--- src/rtl/cdb_arbiter.sv ---
// Common data bus arbiter: three producer FIFOs drained round-robin onto the single ROB
// result write port, with mispredict flush and a global stall.
module cdb_arbiter #(
    parameter int Q_WIDTH    = 4,
    parameter int FIFO_DEPTH = 2
) (
    input  logic               clk_in,
    input  logic               rst_in,
    input  logic               rdy_in,
    input  logic               flush_in,
    input  logic               alu_valid,
    input  logic [Q_WIDTH-1:0] alu_rob_pos,
    input  logic [31:0]        alu_value,
    input  logic [31:0]        alu_npc,
    output logic               alu_ready,
    input  logic               lsb_valid,
    input  logic [Q_WIDTH-1:0] lsb_rob_pos,
    input  logic [31:0]        lsb_value,
    input  logic [31:0]        lsb_npc,
    output logic               lsb_ready,
    input  logic               bru_valid,
    input  logic [Q_WIDTH-1:0] bru_rob_pos,
    input  logic [31:0]        bru_value,
    input  logic [31:0]        bru_npc,
    output logic               bru_ready,
    output logic               cdb_valid,
    output logic [Q_WIDTH-1:0] cdb_rob_pos,
    output logic [31:0]        cdb_value,
    output logic [31:0]        cdb_npc,
    output logic [1:0]         cdb_src
);
    localparam int NP = 3;
    localparam int PW = (FIFO_DEPTH > 1) ? $clog2(FIFO_DEPTH) : 1;
    localparam int EW = Q_WIDTH + 64;
    localparam logic [PW:0]   CNT_FULL = (PW + 1)'(FIFO_DEPTH);
    localparam logic [PW:0]   CNT_ZERO = (PW + 1)'(0);
    localparam logic [PW:0]   CNT_ONE  = (PW + 1)'(1);
    localparam logic [PW-1:0] PTR_ZERO = PW'(0);
    localparam logic [PW-1:0] PTR_ONE  = PW'(1);

    logic [NP-1:0] w_in_valid;
    logic [NP-1:0] w_ready;
    logic [NP-1:0] w_push;
    logic [NP-1:0] w_pop;
    logic [EW-1:0] w_in_data [NP];
    logic [EW-1:0] r_mem [NP][FIFO_DEPTH];
    logic [PW-1:0] r_head [NP];
    logic [PW-1:0] r_tail [NP];
    logic [PW:0]   r_count [NP];
    logic [1:0]    r_ptr;
    logic [1:0]    w_win;
    logic [1:0]    w_ptr_nxt;
    logic          w_any;
    logic          w_grant;
    logic [EW-1:0] w_head;

    // Producer index reached after stepping 'off' places from 'base' around the ring of three.
    function automatic logic [1:0] rr_idx(input logic [1:0] base, input logic [1:0] off);
        logic [2:0] sum;
        sum = {1'b0, base} + {1'b0, off};
        return (sum >= 3'd3) ? 2'(sum - 3'd3) : sum[1:0];
    endfunction

    assign w_in_valid   = {bru_valid, lsb_valid, alu_valid};
    assign w_in_data[0] = {alu_rob_pos, alu_value, alu_npc};
    assign w_in_data[1] = {lsb_rob_pos, lsb_value, lsb_npc};
    assign w_in_data[2] = {bru_rob_pos, bru_value, bru_npc};

    // Per-producer handshake: ready from the registered count only, flush discards offers.
    always_comb begin
        w_ready = '0;
        w_push  = '0;
        w_pop   = '0;
        for (int p = 0; p < NP; p++) begin
            w_ready[p] = rst_in && rdy_in && (r_count[p] < CNT_FULL);
            w_push[p]  = w_in_valid[p] && w_ready[p] && !flush_in;
            w_pop[p]   = w_grant && (w_win == 2'(p));
        end
    end

    // Round-robin scan: first non-empty FIFO starting at the pointer wins.
    always_comb begin
        w_any = 1'b0;
        w_win = 2'd0;
        for (int i = 0; i < NP; i++) begin
            if (!w_any && (r_count[rr_idx(r_ptr, 2'(i))] != CNT_ZERO)) begin
                w_any = 1'b1;
                w_win = rr_idx(r_ptr, 2'(i));
            end else begin
                w_any = w_any;
            end
        end
    end

    // Pointer moves just past the winner.
    always_comb begin
        case (w_win)
            2'd0:    w_ptr_nxt = 2'd1;
            2'd1:    w_ptr_nxt = 2'd2;
            default: w_ptr_nxt = 2'd0;
        endcase
    end

    assign w_grant = rdy_in && rst_in && !flush_in && w_any;
    assign w_head  = r_mem[w_win][r_head[w_win]];

    assign alu_ready = w_ready[0];
    assign lsb_ready = w_ready[1];
    assign bru_ready = w_ready[2];

    // Head data stays visible during a stall so the bus does not glitch while frozen.
    assign cdb_valid = w_grant;
    assign cdb_src   = w_grant ? w_win : 2'd3;
    assign {cdb_rob_pos, cdb_value, cdb_npc} = (rst_in && w_any) ? w_head : {EW{1'b0}};

    // FIFO storage write; push is already gated by reset, stall and flush.
    always_ff @(posedge clk_in) begin
        for (int p = 0; p < NP; p++) begin
            if (w_push[p]) begin
                r_mem[p][r_tail[p]] <= w_in_data[p];
            end
        end
    end

    // FIFO pointers, occupancy and round-robin pointer; reset beats flush beats push/pop.
    always_ff @(posedge clk_in) begin
        if (!rst_in) begin
            for (int p = 0; p < NP; p++) begin
                r_head[p]  <= PTR_ZERO;
                r_tail[p]  <= PTR_ZERO;
                r_count[p] <= CNT_ZERO;
            end
            r_ptr <= 2'd0;
        end else if (rdy_in) begin
            if (flush_in) begin
                for (int p = 0; p < NP; p++) begin
                    r_head[p]  <= PTR_ZERO;
                    r_tail[p]  <= PTR_ZERO;
                    r_count[p] <= CNT_ZERO;
                end
                r_ptr <= 2'd0;
            end else begin
                for (int p = 0; p < NP; p++) begin
                    if (w_push[p]) r_tail[p] <= r_tail[p] + PTR_ONE;
                    if (w_pop[p])  r_head[p] <= r_head[p] + PTR_ONE;
                    case ({w_push[p], w_pop[p]})
                        2'b10:   r_count[p] <= r_count[p] + CNT_ONE;
                        2'b01:   r_count[p] <= r_count[p] - CNT_ONE;
                        default: r_count[p] <= r_count[p];
                    endcase
                end
                if (w_grant) r_ptr <= w_ptr_nxt;
            end
        end
    end
endmodule

--- config.mk ---
export PLATFORM = sky130hd
export DESIGN_NAME = cdb_arbiter
export DESIGN_NICKNAME = d
export VERILOG_FILES = /design/src/rtl/cdb_arbiter.sv
export SDC_FILE = /design/constraint.sdc
export NUM_CORES = 1
export LEC_CHECK = 0
export ABC_AREA = 0
export BUFFER_PORTS_ARGS = -buffer_cell sky130_fd_sc_hd__buf_4
export CAP_MARGIN = 20
export CORE_ASPECT_RATIO = 0.75
export CORE_MARGIN = 2
export CORE_UTILIZATION = 45
export DETAILED_ROUTE_END_ITERATION = 7
export PLACE_DENSITY = 0.63
export RECOVER_POWER = 25
export SYNTH_ARGS = -nofsm -noshare
export SYNTH_HDL_FRONTEND = slang
export SYNTH_SLANG_ARGS = --single-unit
--- constraint.sdc ---
create_clock -name clk_in -period 13.64 [get_ports clk_in]
set_clock_uncertainty 0.1 [all_clocks]
set_input_delay 1.364 -clock clk_in [delete_from_list [all_inputs] [get_ports clk_in]]
set_output_delay 1.364 -clock clk_in [all_outputs]
set_load 0.005 [all_outputs]
# Yosys cells after proc, flatten, opt, wreduce, memory -nomap -nowiden
# Memories as Yosys holds them, arrays and structs flattened.
# Index checks and enable logic that the tools add are counted.
[op_classes] order_cmp=13 n_bitwise=28 reduce_logical=33 addsub=17 n_eq_ne=8 mux=130
[ops] operator="68-bit two-way mux" n=7
[ops] operator="136-bit two-way mux" n=3
[ops] operator="68-bit demux with 1-bit select" n=3
[ops] operator="1-bit two-way mux" n=95
[ops] operator="2-bit two-way mux" n=21
[ops] operator="1-bit bitwise OR" n=24
[ops] operator="1-bit logical AND" n=21
[ops] operator="2-bit >= comparator, second input constant" n=5
[ops] operator="2-bit by 1-bit == test with 1-bit output, second input constant" n=4
[ops] operator="2-bit == test, second input constant" n=4
[ops] operator="1-bit NOT with 2-bit output" n=4
[ops] operator="2-bit nonzero test" n=4
[ops] operator="1-bit adder, second input constant" n=6
[ops] operator="2-bit by 1-bit adder with 2-bit output, second input constant" n=3
[ops] operator="3-bit by 2-bit >= comparator with 1-bit output, second input constant" n=2
[ops] operator="2-bit by 1-bit < comparator with 1-bit output, second input constant" n=3
[ops] operator="2-bit < comparator, second input constant" n=3
[ops] operator="2-bit OR reduction" n=3
[ops] operator="2-bit by 1-bit subtractor with 2-bit output, second input constant" n=3
[ops] operator="2-bit subtractor, second input constant" n=3
[ops] operator="2-bit case mux with 2 select lines" n=1
[ops] operator="2-bit by 1-bit adder with 3-bit output, second input constant" n=1
[ops] operator="2-bit by 2-bit adder with 3-bit output, second input constant" n=1
[ops] operator="1-bit logical NOT" n=3
[ops] operator="2 further kinds" n=2
[word_totals] output_inout_bits=74 word_cells=234 ramBits=420 reg_bits=2 mem_count=4 input_bits=211
[memory_table] memory="r_mem" depth=3 width=136 read_ports=1 rd_clocked_by_memory_dff=0 wr=3 line="46" text="logic [EW-1:0] r_mem [NP][FIFO_DEPTH];"
[memory_table] memory="r_count" depth=3 width=2 read_ports=6 rd_clocked_by_memory_dff=0 wr=3 line="49" text="logic [PW:0] r_count [NP];"
[memory_table] memory="r_head" depth=3 width=1 read_ports=4 rd_clocked_by_memory_dff=0 wr=3 line="47" text="logic [PW-1:0] r_head [NP];"
[memory_table] memory="r_tail" depth=3 width=1 read_ports=3 rd_clocked_by_memory_dff=0 wr=3 line="48" text="logic [PW-1:0] r_tail [NP];"

# Depth between registers and ports, before layout
# Gate-level depths: netlist of run 1.
# An unclocked memory read counts as a cell.
[depth] depth_word=22 ltp_mapped=17 mapped_depth_nobuf=14

# Worst setup path before layout of run 1
# Ideal clock, no wire load.
[synth_timing] path_type="input to register" startpoint="in rst_in" endpoint="mem r_mem[0][100] in the netlist's numbering (enable)" path_buffers=1 t_required_ns=13.045 path_slack_ns=8.117 arrival_ns=4.928 stages=5 setup_ns=0.495 cell_sequence="clkbuf_1 > nand2_1 > nor2_1 > nand3b_1 > nor2_1"
[synth_rtl] item="start, declared" line="8" text="input logic rst_in,"
[synth_rtl] item="end, declared" line="46"

# Worst setup path in the final report of run 1
[layout_timing] startpoint="reg r_ptr[0]" endpoint="out cdb_value[4]"
[layout_between] elab_chain_cells=17 word_cells_on_any_way=33 cone_classes="add/sub (5); order compare (3); mux (13); bitwise (1); reduce/logical (8); memory (3)"
[layout_lines] item="start, declared" line="50" text="logic [1:0] r_ptr;"
[layout_lines] item="start signal, assigned" line="152" text="if (w_grant) r_ptr <= w_ptr_nxt;"
[layout_lines] item="branches (longest 16 deep; another with 2-bit by 1-bit adder with 3-bit output)"
[layout_lines] item="68-bit two-way mux (*)" line="114" text="assign {cdb_rob_pos, cdb_value, cdb_npc} = (rst_in && w_any) ? w_head : {EW{1'b0}};"
[layout_lines] item="end, declared" line="28" text="output logic [31:0] cdb_value,"
# Every way passes the cells marked *. The select of a mux whose other input is x is not followed.

==> results of run 1 <==
-- state kept, by name (all words and copies together) (netlist names) --
register	count
r_mem	408
r_count	6
r_head	3
r_tail	3
r_ptr	2
-- tightest hold or removal path, cell delays in order, from the launching register on --
cell,delay (ns)
dfxtp_1,0.33
nand2_1,0.06
a21boi_0,0.07
-- final cells by class --
type / count / share of cell area
antenna: 4 / 0.000470
multi-input combinational: 740 / 0.202
clock buffer: 49 / 0.0530
tap: 512 / 0.0301
clock inverter: 28 / 0.0169
timing repair buffer: 302 / 0.101
inverter: 10 / 0.00176
sequential: 422 / 0.594
-- metrics by stage --
stage,setup WS [ns],cell area [um^2]
after floorplan,8.12,17400
after global placement,7.96,19900
after detailed placement,7.90,19900
after CTS,7.29,21400
after global routing,6.84,21300
final,7.14,21300
-- cells in the mapped netlist (all sizes together) --
master,instances
a221oi,3
a21boi,3
o221a,1
nor4,3
o31a,1
edfxtp,420
a311oi,134
or3,2
or2,1
o31ai,1
nand4,1
o2bb2ai,1
nand2,90
clkbuf,72
mux2i,1
xor2,3
a21oi,75
dfxtp,2
and3,3
o21ai,211
a22o,1
or4,2
nor4b,1
and2,5
o221ai,1
o22ai,2
o41ai,1
a31o,2
inv,10
nand3,69
o311a,1
o21a,1
o211ai,3
nor2,95
nor3,4
nand2b,1
nand3b,4
ha,10
a211oi,1
a221o,1
o311ai,1
buf,29
-- cells by family after synthesis --
family,after synthesis,share of synthesized area
buffers and inverters,111,0.0288
AOI/OAI and AO/OA,445,0.163
adders and majority gates,10,0.00719
muxes,1,0.00129
and+or+nand+nor,281,0.0713
xor gates and xnor gates,3,0.00151
DFF,422,0.727
-- how the worst min path moves through the flow --
| stage | from | to | slack, ns | cells past startpoint |
|---|---|---|---|---|
| after global routing | r_ptr[0] | r_ptr[0] | 0.45 | 2 |
| after floorplan | r_ptr[1] | r_ptr[1] | 0.38 | 2 |
| after CTS | r_ptr[1] | r_ptr[1] | 0.42 | 2 |
| final | r_ptr[1] | r_ptr[1] | 0.41 | 2 |
| after global placement | r_ptr[0] | r_ptr[0] | 0.40 | 2 |
| after detailed placement | r_ptr[1] | r_ptr[1] | 0.41 | 2 |
-- power by group through the flow --
stage          logic (mW)  clock network [mW]  registers, mW
4_1_cts             0.425                1.27           1.45
3_3_place_gp        0.415                   0           1.48
3_5_place_dp        0.423                   0           1.48
5_1_grt             0.457                1.32           1.45
2_1_floorplan       0.242                   0           1.48
6_report            0.420                1.25           1.45
-- layer usage --
| layer | wire, um | GRT usage | part of all wire | up-vias |
|---|---|---|---|---|
| met5 | 44 | 0 | 0.00094 | - |
| met4 | 889 | 0.0589 | 0.019 | 6 |
| met3 | 4330 | 0.0571 | 0.092 | 73 |
| met2 | 21500 | 0.351 | 0.46 | 516 |
| met1 | 20200 | 0.323 | 0.43 | 6058 |
| li1 | - | - | - | 5529 |
==> results, run 1 <==
- Static timing analysis puts the maximum clock frequency at 154 MHz.
- TritonCTS built the clock tree.
- The area overhead of the layout relative to synthesis is 22.4%.
- Leaving out fill and tap cells, the most frequent cell in the layout is edfxtp_1.
- The cell depth of the worst flop-to-flop path is 13.
- The buffer count from post-CTS setup fixing is 0.
- The run finished with clean final reports.
- The leakage power is around 7.1 nW.
- The area of the multi-input gates is 0.00430 mm^2.
- The mean instance size in the synthesized netlist is 13.7 um^2.
- For this run, the register share of the synthesized area comes to 0.727.
- Headroom to the max-slew limit came out at 0.291.
- The final layout contains routed wiring with a total length of 47,000 um.
- The floorplan die area is 0.0403 mm^2.
- Buffers placed on the I/O ports in this run total 284.
- Dividing the detail-routed wire length by the instance count gives ~23 um.
- The overall via count from detail_route is 12.2k.
- The internal power of the cells totals 2.36 mW.
- In this run the power spent charging and discharging nets is 765 uW.
- The half-perimeter wire length of the detailed placement result is 27,900 um.
- Dividing the final minimum period by the clock period gives 0.476.
- The total power is approximately 3.1 mW.
- The global routing usage summed across all routing layers is 0.227.
- The number of global-route vias before repair is 11.7k.
- The largest net degree at the start of global routing is 94.
- The final antenna-violating net count is 0.
- The cell type group with the largest total delay on the critical path is simple AND/OR/NAND/NOR gates.
- The number of instances in the synthesized netlist is 1,273.
- In this run the horizontal extent of the chip is 231 um.
- STA classifies the critical path endpoint as an output pin.
- The most frequent cell on the critical path is buf_4.
- The startpoint identified for the worst register-to-register timing path is r_ptr[0].
- The critical path crosses 9 cells after its start point.
- In the layout the commonest cells are edfxtp_1 (420), o21ai_0 (208), buf_4 (178), a311oi_1 (134), clkbuf_4 (95).
- The critical path data arrival time is slightly above 5 ns.
- The setup path with the least slack is of type reg2out.
- For this design, the CTS-stage hold fixing added 0 buffers.
- The total standard cell area after synthesis is approximately 0.017 mm^2.
- Setup repair after global routing left no endpoint under its margin.
- The critical-path cell with the highest stage delay is buf_4.
- The fraction of power spent switching nets is 0.245.
- The fraction of power consumed by sequential logic is 0.465.
- Yosys attributes the largest share of cell area to edfxtp_1 (72%), a311oi_1 (6.7%), o21ai_0 (6.0%), a21oi_1 (2.2%), nor2_1 (2.0%).
- In this run, placement finished with an instance count of 1,985.
- The worst hold margin is 0.411 ns.
- Summed over all layers, the global routing overflow is 0.
- The class of the most critical hold timing path is reg2reg.
- The die extent in y is approximately 170 um.
- The number of max-cap violations is 0.
- The number of distinct library cells after synthesis is 51.
- Of the post-synthesis cell area, the dominant cell type holds 0.725.
- The initial antenna violation count came to 9.
- The critical path's largest stage delay is 0.65 ns.
- The iteration-0 DRC count of the detailed router is 1,243.
- The tree built by TritonCTS fans out to 422 sinks.
- The setup TNS is 0 ns.
- The logic gate share of total power is 0.135.
- In this run the power density over the cells is 147 mW/mm^2.
- The row count is 62.
- STA classifies the critical path startpoint as a flop.
- Across the whole layout, storage elements account for between 0.01 and 0.015 mm^2.
- The number of warning messages in the yosys log is 0.
- The non-filler instance count after layout is slightly above 2k.
- The first global-routing pass estimated 69,500 um of wire.
- The minimum clock period is approximately 6.5 ns.
- The final core utilization is 0.558.
- Following the worst setup path forward leads to its endpoint at cdb_value[4].
- For this configuration, the core starts out at a cell density of 0.456.
- The final-report setup violation count is 0.
- In this run the worst setup path begins at r_ptr[0].
- Counting flops and latches in the post-synthesis netlist gives approximately 420.
- The number of buffers created by CTS is 42.
- The minimum setup slack among reg-to-reg paths is around 9.5 ns.
- Post-CTS repair changed the size of 0 cells.
- The final number of max-transition violations came to 0.
- The number of nets in the synthesized netlist is 1,494.
- Clock-pin slew was measured on the worst setup and hold paths at 0.06 ns.
- At the worst endpoint, the required time is 12.18 ns.
- The library cell with the largest summed area after synthesis is edfxtp_1.
- The critical path contains buffers and inverters numbering 3 combined.
- The total number of nets in the final design is approximately 1.7k.
- The transition at the pin with the smallest max-transition slack is between 1 and 1.5 ns.
- The later pin in the worst-skew pair is clocked with a latency of about 0.53 ns.
- The vias per cell is 5.89.
- Of all nets on the critical path, the largest fanout is 72.
- The core footprint is ~0.038 mm^2.
- The CTS H-tree depth is 2.
- The longest clock path from root to sink contains 3 buffers.
- The final hold violation count is 0.
- At the end of routability-driven placement, the weighted congestion stood at 0.812.
- The fraction of final layout cells sized beyond drive strength 1 is 0.233.
- The detailed-route DRC error count is 0.
- The root buffer cell chosen for the clock tree is clkbuf_16.
- The worst register-to-register path ends at r_count[2][1].
- The critical path goes through inv_1, ha_1, a211oi_1, or4_4, mux2i_4, nand3_4, buf_4, a311oi_1, buf_4.
- Of the total power, the clock network draws 0.400.
- The count of TritonRoute iterations in the first routing pass is 5.
- VDD sags by at most 0.0847 mV.
- The number of filler instances in the final layout is 3,161.
- Pin placement for this block handled 285 I/O pins.
Power figures use the tool's default switching activity.
==> run 2: changes to the inputs <==
Clock period 13.64 ns to 6.66 ns, I/O delays scaled along.
==> results, run 2 (synthesis gave the netlist of run 1 again) <==
- Walking the worst path, the cells encountered are inv_1, ha_1, a211oi_1, or4_4, mux2i_4, nand3_4, buf_4, a311oi_1, a311oi_1, buf_4.
- The die extent in y is 174 um (unchanged).
- The clock slew at the register clock pins of the worst setup and hold paths is 0.06 ns (about the same).
- STA classifies the critical path startpoint as a flop.
- The fraction of final layout cells sized beyond drive strength 1 is 0.228 (-0.00536).
- The count of TritonRoute iterations in the first routing pass is 5 (unchanged).
- The final-report setup violation count was 0 (unchanged).
- The initial antenna violation count is 9 (unchanged).
- The buffer count from post-CTS setup fixing is 0 (unchanged).
- The number of filler instances in the final layout is 3,163 (+0.063%).
- The leakage power is 7.07 nW (-0.88%).
- The critical path buffer and inverter count is 3 (unchanged).
- The critical path's largest stage delay is 0.70 ns (+0.05 ns).
- The floorplan die area is 0.0403 mm^2 (unchanged).
- The kind of end point of the critical path is an output pin.
- The final hold violation count was 0 (unchanged).
- The flow ran to the end, and the final reports show no timing, DRC or antenna violations.
- The detailed-route DRC error count is 0 (unchanged).
- The half-perimeter wire length of the detailed placement result is 28,200 um (+0.91%).
- The count of hold-fix buffers inserted at cts is 0 (unchanged).
- The cell depth of the worst min-delay path is 1 (-1).
- The vias per cell was 5.82 (-1.3%).
- The largest fanout of any net on the critical path came to 74 (+2.8%).
- The number of clock sinks seen by CTS is 422 (unchanged).
- The final antenna-violating net count was 0 (unchanged).
- The count of buffers inserted at the top-level ports is 284 (unchanged).
- The worst-case headroom to the max-slew limit is 0.293 (+0.00152).
- The total I/O pin count is 285 (unchanged).
- The worst hold margin is 0.204 ns (-0.207 ns).
- The library cell used most frequently in the layout, excluding fill and tap cells, is edfxtp_1.
- The largest buffer count on any clock path was 3 (unchanged).
- Broken down by cell family, the worst path's largest delay share belongs to simple AND/OR/NAND/NOR gates.
- The total of cells resized after clock tree synthesis is 0 (unchanged).
- The first-pass GRT wire length is 70,300 um (+1.2%).
- The row count is 62 (unchanged).
- The routability-driven placement congestion ratio is 0.819 (+0.86%).
- The number of global-route vias before repair is 11.9k (+1.4%).
- The power per cell area is 290 mW/mm^2 (+98%).
- The beginning of the worst register-to-register path is r_ptr[0].
- The iteration-0 DRC count of the detailed router was 1,104 (-11%).
- The aggregate global routing overflow was 0 (unchanged).
- Leaving out fill and tap cells, the most frequent cells in the layout are edfxtp_1 (420), o21ai_0 (208), buf_4 (177), a311oi_1 (134), clkbuf_4 (98).
- The terminus of the critical flop-to-flop path is r_count[2][1].
- The final wirelength was 46,500 um (-1.2%).
- The area overhead of the layout relative to synthesis is 21.6%.
- The worst hold path belongs to the class in2reg.
- The clock tree from TritonCTS is yes.
- The critical path data arrival time was 4.84 ns (-0.19 ns).
- The global routing usage summed across all routing layers is 0.228 (+0.000989).
- The core footprint came to 0.0382 mm^2 (unchanged).
- The detailed route wirelength on metal3 came to 4130 um (-4.5%).
- The number of buffers created by CTS was 43 (+2.4%).
- The minimum setup slack among reg-to-reg paths was 2.21 ns (-7.31 ns).
- The share of the cycle needed by the critical path after routing is 0.842.
- The number of max-cap violations came to 0 (unchanged).
- The setup slack after placement is 1.69 ns (-6.21 ns).
- The routed length on met1 came to 20,300 um (+0.35%).
- The worst setup path startpoint is r_ptr[0].
- The overall via count from detail_route is 12.0k (-1.4%).
- The floorplan die width came to 231 um (unchanged).
- The required time of the critical path is 5.89 ns (-6.29 ns).
- The final number of max-transition violations came to 0 (unchanged).
- The post-detailed-route wirelength per cell was 22.5 um (-1.0%).
- The setup slack of the critical path after layout is 1.05 ns (-6.09 ns).
- The total number of nets in the final design is 1,739 (unchanged).
- For the finished layout, the period the worst path requires is between 5 and 6 ns.
- The endpoint of the most critical setup path is cdb_value[9].
- Clock tree synthesis selected as its root buffer the cell clkbuf_16.
- The number of flip-flops under the largest register name was 408 (unchanged).
- The transition at the pin with the smallest max-transition slack is 1.05 ns (-0.0160 ns).
- Setup repair after global routing left no endpoint under its margin.
- The final core utilization is 0.554 (-0.00367).
- The sum of met2 wire segment lengths after detailed routing is 21,200 um (-1.3%).
- The critical-path cell with the highest stage delay is nand3_4.
- The maximum VDD drop is 0.215 mV (+150%).
- The cell depth of the worst flop-to-flop path was 12 (-1).
- The CTS H-tree depth is 2 (unchanged).
- The top routing layer in use is met5.
- The critical path is of the reg2out type.
- The insertion delay of the later-clocked pin in the worst-skew pair is 0.54 ns (about the same).
- The largest net degree at the start of global routing is 229 (+140%).
- The setup TNS is 0 ns (unchanged).
- The starting density of the core is 0.456 (unchanged).
- Timing would allow up to 178 MHz.
- The cell count along the critical path is 10 (+1).
==> run 2: changes by cell type in the layout (fill, tap and decap cells not counted), sizes merged <==
| cell | change |
|---|---|
| bufinv | -5 |
| clkinv | +3 |
| clkinvlp | -1 |
==> run 2: worst min path at each step <==
stage                       start            end  slack (ns)
finish              lsb_value[25]   r_mem[1][57]        0.20
global route        lsb_value[12]  r_mem[1][112]        0.19
CTS                   alu_npc[26]   r_mem[0][26]        0.18
detailed placement       r_ptr[1]       r_ptr[1]        0.42
global placement         r_ptr[1]       r_ptr[1]        0.40
floorplan                r_ptr[1]       r_ptr[1]        0.38
==> run 2: layout make-up <==
type / instances / area (um^2) / share of cell area
multi-input combinational: 740 / 4300 / 0.203
tap: 512 / 641 / 0.0303
inverter: 10 / 37.5 / 0.00177
antenna: 4 / 10.0 / 0.000473
sequential: 422 / 12700 / 0.598
clock inverter: 25 / 205 / 0.00970
clock buffer: 50 / 1120 / 0.0531
timing repair buffer: 301 / 2180 / 0.103
==> run 2: layer usage <==
layer  global-route usage  vias to the layer above
met5                    0                        -
met4               0.0527                        6
met3               0.0697                       62
met2                0.354                      462
met1                0.317                     5944
li1                     -                     5534
==> run 2: metrics by stage <==
stage	power [mW]	std cells	instance area (um^2)
after floorplan	3.52	1273	17400
after global placement	3.89	1985	19900
after detailed placement	3.90	1985	19900
after CTS	6.19	2060	21200
after global routing	6.38	2060	21100
final	6.14	2064	21100
==> run 2: report_power, final <==
group | total (mW) | internal [mW] | switching [mW] | leakage (nW)
Sequential | 2.98 | 2.96 | 0.0170 | 3.82
Clock | 2.31 | 1.32 | 0.987 | 0.646
Combinational | 0.861 | 0.340 | 0.521 | 2.60
==> run 3: changes to the inputs <==
Settings changed: PLACE_DENSITY 0.63 to 0.66.
Clock period 6.66 ns to 4.6 ns, I/O delays scaled along.
==> results, run 3 (synthesis gave the netlist of run 1 again) <==
- The kind of end point of the critical path is an output pin.
- The minimum setup slack among reg-to-reg paths is 0.62 ns (-1.59 ns).
- Setup repair after global routing could not meet its margin everywhere.
- The setup TNS came to 0 ns (unchanged).
- The overall via count from detail_route is 13.3k (+10%).
- The power per cell area is 393 mW/mm^2 (+35%).
- The final wirelength was 49,800 um (+7.3%).
- The final-report setup violation count is 0 (unchanged).
- The required time of the critical path was 4.04 ns (-1.85 ns).
- The total number of nets in the final design is 1,954 (+12%).
- The startpoint kind of the worst setup timing path is a flop.
- The floorplan die width is 231 um (unchanged).
- The class of the most critical hold timing path is in2reg.
- The cell area after placement is 0.0202 mm^2 (+1.3%).
- The half-perimeter wire length of the detailed placement result is 28,100 um (-0.26%).
- The total I/O pin count came to 285 (unchanged).
- CTS placed an instance of clkbuf_16 at the clock tree root.
- The most common cell after layout, fill and taps aside is edfxtp_1.
- The critical path data arrival time is 3.85 ns (-0.99 ns).
- The total non-filler cell area in the finished layout was 0.0235 mm^2 (+11%).
- The fraction of final layout cells sized beyond drive strength 1 is 0.209 (-0.0189).
- The number of global-route vias before repair is 13.0k (+9.5%).
- The die extent in y was 174 um (unchanged).
- The library cells used most frequently in the layout, excluding fill and tap cells, are edfxtp_1 (420), o21ai_0 (208), dlygate4sd3_1 (199), buf_4 (182), a311oi_1 (133).
- The largest fanout of any net on the critical path is 31 (-58%).
- The vias per cell is 5.81 (about the same).
- The final number of max-transition violations is 0 (unchanged).
- The insertion delay of the later-clocked pin in the worst-skew pair came to 0.54 ns (about the same).
- The number of max-cap violations came to 0 (unchanged).
- The final antenna-violating net count is 0 (unchanged).
- The iteration-0 DRC count of the detailed router is 1,355 (+23%).
- The number of buffers created by CTS came to 43 (unchanged).
- The largest net degree at the start of global routing is 139 (-39%).
- TritonCTS built the clock tree.
- The transition at the pin with the smallest max-transition slack is 0.923 ns (-0.124 ns).
- The first-pass GRT wire length is 74,200 um (+5.6%).
- The flow ran to the end, and the final reports show no timing, DRC or antenna violations.
- The aggregate global routing overflow was 0 (unchanged).
- The count of TritonRoute iterations in the first routing pass was 8 (+3).
- The global routing usage summed across all routing layers is 0.238 (+0.0102).
- The largest buffer count on any clock path is 3 (unchanged).
- The number of filler instances in the final layout is 2,934 (-7.2%).
- The final hold violation count is 0 (unchanged).
- Walking the worst path, the cells encountered are inv_1, ha_1, nor4b_1, o311a_1, o211ai_1, nand3_4, buf_4, buf_12, a311oi_1, a311oi_1, buf_4.
- The critical path class is reg2out.
- The maximum VDD drop was 0.516 mV (+140%).
- The number of clock sinks seen by CTS is 422 (unchanged).
- The final core utilization is 0.616 (+0.0616).
- The critical path's largest stage delay was 0.47 ns (-0.23 ns).
- For this design, the slowest cell found on the critical path is nor4b_1.
- The starting density of the core came to 0.456 (unchanged).
- The minimum clock period is 4.41 ns.
- The leakage power is 8.04 nW (+14%).
- The row count came to 62 (unchanged).
- Compared with the post-synthesis result, the final layout area differs by 35.1%.
- The detailed-route DRC error count came to 0 (unchanged).
- The routability-driven placement congestion ratio was 0.840 (+2.5%).
- The number of flip-flops under the largest register name is 408 (unchanged).
- The worst-case headroom to the max-slew limit is 0.385 (+0.0917).
- The post-detailed-route wirelength per cell is 21.9 um (-2.9%).
- The core footprint came to 0.0382 mm^2 (unchanged).
- The floorplan die area is 0.0403 mm^2 (unchanged).
- In the finished design, the share of the clock period the worst path needs comes to 0.960.
- The maximum achievable frequency is 227 MHz.
- The initial antenna violation count came to 8 (-1).
- The clock slew at the register clock pins of the worst setup and hold paths is 0.06 ns (about the same).
- The CTS H-tree depth came to 2 (unchanged).
- The count of buffers inserted at the top-level ports came to 284 (unchanged).
-- run 3: changes by cell type in the layout (fill, tap and decap cells not counted), sizes merged --
cell,change
clkinvlp,+2
nand3,+1
bufinv,+1
diode,+3
buf,+19
clkinv,-3
inv,-1
dlygate4sd3,+199
clkbuf,-6
-- run 3: area by class of cell --
type / instances / area, um^2 / area share
sequential: 422 / 12700 / 0.538
timing repair buffer: 515 / 4450 / 0.189
multi-input combinational: 741 / 4330 / 0.184
clock buffer: 48 / 1140 / 0.0484
tap: 512 / 641 / 0.0273
clock inverter: 24 / 236 / 0.0101
inverter: 10 / 37.5 / 0.00160
antenna: 7 / 17.5 / 0.000745
-- run 3: metrics by stage --
step | worst slack (ns) | hold slack (ns) | power [mW] | instances
5_1_grt | 0.00574 | 0.0762 | 9.56 | 2277
3_5_place_dp | 0.632 | 0.410 | 5.71 | 1996
4_1_cts | 0.0300 | 0.00242 | 9.27 | 2267
2_1_floorplan | 0.750 | 0.376 | 5.10 | 1273
6_report | 0.186 | 0.0815 | 9.25 | 2279
3_3_place_gp | 0.706 | 0.403 | 5.68 | 1996
-- run 3: routing by layer --
| metal | share of wire | global-route usage |
|---|---|---|
| met1 | 0.41 | 0.333 |
| met2 | 0.47 | 0.379 |
| met3 | 0.10 | 0.0513 |
| met4 | 0.021 | 0.0691 |
| met5 | 0.00070 | 0 |
-- run 3: path summary, 6_finish.rpt --
path               startpoint             to  cells after the start
setup / recovery     r_ptr[0]    cdb_npc[26]                     11
hold / removal    bru_npc[18]   r_mem[2][18]                      1
setup reg to reg     r_ptr[0]  r_count[2][1]                     11
hold reg to reg      r_ptr[1]       r_ptr[1]                      2
-- run 3: worst max-delay path: cells and delay by family, from the launching register on --
family / cells / cell delay [ns]
AOI/OAI and AO/OA: 4 / 1.11
adders and majority gates: 1 / 0.45
buffers and inverters: 4 / 0.64
DFF: 1 / 0.39
and+or+nand+nor: 2 / 0.71
-- run 3: timing repair --
item | 4_1_cts | 5_1_grt
endpoints found under the hold margin | 393 | 0
hold buffers | 199 | 0
buffers inserted | 0 | 3
setup endpoints to repair | 0 | 28
resized for setup | 0 | 4
-- run 3: power breakdown --
part	switching (mW)	total, mW	internal, mW
sequential	0.0248	4.31	4.28
clock	1.44	3.44	2.00
combinational	0.837	1.50	0.663
total	2.30	9.25	6.94
